### src/rtl/param_sync_fifo.sv
// Single-clock FIFO with occupancy flags, overflow/underflow pulses and a
// selectable read mode: registered read (FWFT=0) or first-word-fall-through.
module param_sync_fifo #(
  parameter int unsigned WIDTH    = 8,
  parameter int unsigned DEPTH    = 8,
  parameter int unsigned AF_LEVEL = DEPTH - 2,
  parameter int unsigned AE_LEVEL = 2,
  parameter int unsigned FWFT     = 0
) (
  input  logic                   clk,
  input  logic                   rst,
  input  logic [WIDTH-1:0]       data_in,
  input  logic                   w_en,
  input  logic                   r_en,
  output logic [WIDTH-1:0]       data_out,
  output logic                   empty,
  output logic                   full,
  output logic                   almost_full,
  output logic                   almost_empty,
  output logic [$clog2(DEPTH):0] fifo_cnt,
  output logic                   overflow,
  output logic                   underflow
);

  localparam int unsigned AW = $clog2(DEPTH);
  localparam int unsigned CW = AW + 1;

  logic [WIDTH-1:0] mem [DEPTH];
  logic [AW-1:0]    wr_ptr;
  logic [AW-1:0]    rd_ptr;
  logic             rd_acc;
  logic             wr_acc;
  logic [CW-1:0]    cnt_next;

  // A write into a full FIFO is still accepted when a read frees a slot on the same edge.
  always_comb begin
    rd_acc   = r_en && !empty;
    wr_acc   = w_en && (!full || rd_acc);
    cnt_next = fifo_cnt + CW'(wr_acc) - CW'(rd_acc);
  end

  // Pointers, count, flags and error pulses; flags are registered from the next count.
  always_ff @(posedge clk) begin
    if (rst) begin
      wr_ptr       <= '0;
      rd_ptr       <= '0;
      fifo_cnt     <= '0;
      empty        <= 1'b1;
      full         <= 1'b0;
      almost_full  <= 1'b0;
      almost_empty <= 1'b1;
      overflow     <= 1'b0;
      underflow    <= 1'b0;
    end else begin
      if (wr_acc) wr_ptr <= wr_ptr + AW'(1);
      if (rd_acc) rd_ptr <= rd_ptr + AW'(1);
      fifo_cnt     <= cnt_next;
      empty        <= (cnt_next == '0);
      full         <= (cnt_next == CW'(DEPTH));
      almost_full  <= (cnt_next >= CW'(AF_LEVEL));
      almost_empty <= (cnt_next <= CW'(AE_LEVEL));
      overflow     <= w_en && !wr_acc;
      underflow    <= r_en && !rd_acc;
    end
  end

  // Storage is deliberately not reset; stale entries are unreachable after reset.
  always_ff @(posedge clk) begin
    if (!rst && wr_acc) mem[wr_ptr] <= data_in;
  end

  generate
    if (FWFT != 0) begin : g_fwft
      // Head entry is presented directly; zero is shown while empty.
      always_comb begin
        data_out = empty ? '0 : mem[rd_ptr];
      end
    end else begin : g_std
      always_ff @(posedge clk) begin
        if (rst)         data_out <= '0;
        else if (rd_acc) data_out <= mem[rd_ptr];
      end
    end
  endgenerate

endmodule

### config.mk
export PLATFORM = sky130hd
export DESIGN_NAME = param_sync_fifo
export DESIGN_NICKNAME = d
export VERILOG_FILES = /design/src/rtl/param_sync_fifo.sv
export SDC_FILE = /design/constraint.sdc
export NUM_CORES = 1
export LEC_CHECK = 0
export ABC_AREA = 1
export BUFFER_PORTS_ARGS = -buffer_cell sky130_fd_sc_hd__buf_4
export CORE_ASPECT_RATIO = 1.2
export CORE_MARGIN = 2
export CORE_UTILIZATION = 35
export DETAILED_ROUTE_END_ITERATION = 7
export PLACE_DENSITY = 0.53
export SLEW_MARGIN = 20
export SYNTH_ARGS = -nofsm -noshare
export SYNTH_HDL_FRONTEND = slang
export SYNTH_SLANG_ARGS = --single-unit
### constraint.sdc
create_clock -name clk -period 2.55 [get_ports clk]
set_input_delay 0.1275 -clock clk [delete_from_list [all_inputs] [get_ports clk]]
set_output_delay 0.1275 -clock clk [all_outputs]
set_load 0.02 [all_outputs]
---- Word-level counts from Yosys, hierarchy flattened ----
Memories as Yosys holds them, arrays and structs flattened. A register that Yosys moved wholly into a read port is not among the register bits.
Index checks and enable logic that the tools add are counted.
W data, S select, Z words.
cells by class
  $add $sub $neg .......................... 4
  muxes and demuxes ....................... 2
  magnitude comparators ................... 2
  reduce and logical (&&, ||, !) cells .... 12
  eq/ne operators ......................... 1
operators by type and width
  cell                   number
  $add A3 B1 Y3 const B  2
  $logic_and A1 B1 Y1    5
  $logic_not A1 Y1       5
  $add A4 B1 Y4          1
  $eq A4 B4 Y1 const B   1
  $ge A4 B3 Y1 const B   1
  $le A4 B2 Y1 const B   1
  $logic_not A4 Y1       1
  $sub A4 B1 Y4          1
  $mux W1                2
  $logic_or A1 B1 Y1     1
storage, ports and cells
  memories kept ........................... 1
  RAM bits ................................ 64
  logic and storage cells ................. 31
  input port bits ......................... 12
  flip-flop bits (word level) ............. 16
  output and inout port bits .............. 18
memories
  memory  words  bits a word  read ports  clocked after Yosys merged registers in  write ports  line  source
  mem     8      8            1           1                                        1            28    logic [WIDTH-1:0] mem [DEPTH];

---- Logic depth before layout (Yosys ltp) ----
  depth after elaboration ................. 7
  mapped depth ............................ 13
  gate-level depth less buffers ........... 13

---- Worst setup path before layout ----
No wires, ideal clock.
  kind .................................... reg2reg
  from .................................... reg empty
  to ...................................... reg empty
  path buffers ............................ 1
  stages on the path, launching flop included .. 13
  slack ................................... 282 ps
  library setup time ...................... 74 ps
  data required time ...................... 2476 ps
  arrival time ............................ 2194 ps
  period minus slack after synthesis ...... 2268 ps
  cell sequence ........................... dfxtp_1 > inv_1 > nand2_2 > inv_2 > buf_4 > ha_1 > inv_1 > ha_1 > inv_1 > fa_1 > xor2_1 > nand3_1 > o21ai_0
between the ends
  cells in the longest elaborated chain, start to end .. 7
ends and longest elaborated chain
  what                     line  source
  from (decl)              16    output logic empty,
  from (signal assigned)   58    empty <= (cnt_next == '0);
  $logic_not A1 Y1 (*)     37    rd_acc = r_en && !empty;
  $logic_and A1 B1 Y1 (*)  37
  named net rd_acc         31    logic rd_acc;
  $logic_or A1 B1 Y1       38    wr_acc = w_en && (!full || rd_acc);
  $logic_and A1 B1 Y1      38
  $add A4 B1 Y4            39    cnt_next = fifo_cnt + CW'(wr_acc) - CW'(rd_acc);
  $sub A4 B1 Y4 (*)        39
  $logic_not A4 Y1 (*)     58
The timed path passes the listed nets; every way through them passes the cells marked *.
A chain may end at the register's enable or synchronous reset.

---- Worst setup path in the final report ----
  from .................................... reg empty
  to ...................................... reg empty
between the ends
  cells in the longest elaborated chain, start to end .. 7
ends and longest elaborated chain
  what                     line
  $logic_not A1 Y1 (*)     37
  $logic_and A1 B1 Y1 (*)  37
  $logic_or A1 B1 Y1       38
  $logic_and A1 B1 Y1      38
  $add A4 B1 Y4            39
  $sub A4 B1 Y4 (*)        39
  $logic_not A4 Y1 (*)     58
Mark *: on every way between the ends. The rest lies on a longest branch, timed or not.

==> impl_results.md <==
* Port Buf Inserts at 29
* Max_slew headroom at 68.8%
* Mapped Area at 0.00375 sq mm
* Area of the multi-input gates at 936 sq um
* Max Buffers Root-to-Sink at 2
* Flops & latches, synth at 88
* Initial Utilization at 35.9%
* Register-to-Register Setup Slack at 280 ps
* Final Wtd Congestion at 0.785
* TritonCTS clock tree: done
* Antenna-violating nets left at 0
* Outcome: complete, no violations
* H-tree depth at 3
* Die height at 117 um
* PnR worst setup slack at 285 ps
* Vias in the first global route at 2364
* Area Overhead vs Synth at 17.7%
* Antenna diodes at 0
* Total gr overflow at 0
* Worst setup EP type: flip-flop
* R2R depth at 12
* Hold depth at 1
* Fin. max-slew vios at 0
* Total die area at 0.0116 sq mm
* Fill cells at 1020
* Core Area at 0.0105 sq mm
* Routed WL at 7810 um
* Data required, critical path at 2820 ps
* Max_cap viols at 0
* Post-Syn Nets at 401
* Fin crit period at 2270 ps
* Vias/cell at 4.54
* Place WS at 279 ps
* Die Span X at 98.5 um
* Commonest cells after routing, fill and taps aside: nand2_1 (89), inv_1 (78), edfxtp_1 (64), nand3_1 (53), buf_4 (41)
* Clk slew on worst S/H paths at 60 ps
* PwrDens at 910 mW/mm^2
* Post-Place Cells at 539
* Cts hold-fix bufs at 1
* Cell-internal power at 2.78 mW
* Setup_tns at 0 ps
* DRT Pass-1 Iters at 4
* Final net count at 441
* Leak at 1.98 nW
* Commonest non-fill, non-tap cell in the layout: nand2_1
* Worst Hold Class: input pin to flip-flop
* Routed len/inst at 14.0 um
* Signal arrival time at the worst endpoint at 2530 ps
* Sequential Power Share at 43.9%
* Mapped Cells at 382
* DRC at 0
* Combinational power share at 24.8%
* Vias at 2522
* CTS Buf Count at 9
* CTS Sinks at 88
* Clock Skews at 5.79 ps
* Non-Filler Instances at 556
* Clk pwr share at 31.3%
* RSZ-0062 raised after global routing: no
* Fin. Hold Viols at 0
* Nature of the critical path startpoint: flip-flop
* CP max FO at 6
* Global-route wire length before repair at 12500 um
* FF/Latch Area at 0.00240 sq mm
* Row cnt at 41
* Crit Path Class: flip-flop to flip-flop
* Postcts setup bufs at 0
* Hold_ws at 17.4 ps
* CTS root buffer: clkbuf_16
* Dpl hpwl at 4960 um
* Io pins at 30
* RR Startpoint: empty
* Register area share after synthesis at 64.0%
* Total GRT Usage at 14.4%
* FMAX at 441 MHz
* Switching share of power at 30.9%
* Endpoints failing setup at 0
* Worst Tran Pin Value at 467 ps
* Final critical-path share of the clock period at 88.8%
* Initial antenna violation count at 0
* Post_cts resized at 0
* Hold EP: mem[5][4]
* P_sw at 1.24 mW
* 1st-iter DRT viols at 141
* Syn. warnings at 0
* Layout cells sized above 1 at 14.1%
* Worst-Skew Late Latency at 340 ps
* Overall Power at 4.02 mW
* Hold_sp: data_in[4]
* Largest net degree at the start of global routing at 35
* VDD IR max at 0.306 mV
* Crit. Startpoint: empty
* Synth Area per Inst at 9.82 sq um
* Worst r2r dst: empty
* Distinct cells, synth at 19
-- per-stage QoR --
stage | instance area (sq um) | utilization (%)
after CTS | 4420 | 42.2
after global placement | 4120 | 39.4
final | 4420 | 42.2
after detailed placement | 4120 | 39.4
after floorplan | 3750 | -
after global routing | 4420 | 42.2
-- logic make-up (layout without fill, tap and decap cells) --
group | Yosys count | count (layout) | synth area share [%]
AND/OR/NAND/NOR | 159 | 159 | 17.8
flip-flops | 88 | 88 | 64.0
buffers and inverters | 95 | 140 | 11.0
AO/OA/AOI/OAI | 31 | 31 | 4.13
XOR/XNOR | 2 | 2 | 0.467
adder cells (fa/ha/maj) | 7 | 7 | 2.53
-- sequential cells by signal, indices dropped and copies added, names as in the netlist --
| name | count |
|---|---|
| rd_ptr | 3 |
| underflow | 1 |
| empty | 1 |
| overflow | 1 |
| fifo_cnt | 4 |
| full | 1 |
| almost_full | 1 |
| almost_empty | 1 |
| data_out | 8 |
| mem | 64 |
| wr_ptr | 3 |
-- area by class of cell --
type                            count  share of cell area [%]
Timing Repair Buffer               42                    7.20
Sequential cell                    88                    54.4
Inverter                           82                    7.08
Clock inverter                      2                   0.283
Clock buffer                       14                    6.20
Tap cell                          129                    3.65
Multi-Input combinational cell    199                    21.2
-- power by group through the flow --
stage	Clock, mW	Sequential (mW)	Combinational [mW]
after floorplan	0	1.87	0.611
after global placement	0	1.79	0.997
after detailed placement	0	1.79	1.01
after CTS	1.28	1.76	1.01
after global routing	1.34	1.78	1.13
final	1.26	1.76	0.998
-- cells in the mapped netlist --
cell	instances	share of area, %
nor2_1	15	1.5
edfxtp_1	64	51
buf_6	5	1.5
buf_2	6	0.80
xor2_1	1	0.23
dfxtp_1	24	13
nand2_1	89	8.9
inv_2	1	0.10
o21ai_0	16	2.1
fa_1	1	0.53
inv_1	78	7.8
buf_4	2	0.40
nand3_1	53	7.1
clkinv_1	1	0.10
inv_4	2	0.33
a21oi_1	15	2.0
ha_1	6	2.0
xnor2_1	1	0.23
nand2_2	2	0.33
-- critical path: stages, from the launching register on --
cell,delay (ps)
dfxtp_1,320
inv_1,60
nand2_2,90
nand2_1,140
nand2_2,110
ha_1,280
inv_1,60
ha_1,150
inv_1,60
fa_1,370
xor2_1,260
nand3_1,130
o21ai_0,180
-- worst max path at each step --
stage | end | slack, ps | cells past startpoint
global route | empty | 60 | 12
global placement | empty | 340 | 12
floorplan | empty | 280 | 12
finish | empty | 280 | 12
detailed placement | empty | 280 | 12
CTS | empty | 260 | 12
-- metal layers --
metal	global-route usage, %	wire length, um	up-vias
li1	-	-	1297
met1	19.0	3450	1160
met2	22.8	3800	58
met3	3.16	434	7
met4	6.16	129	0
met5	0	0	-
Power figures use the tool's default switching activity.
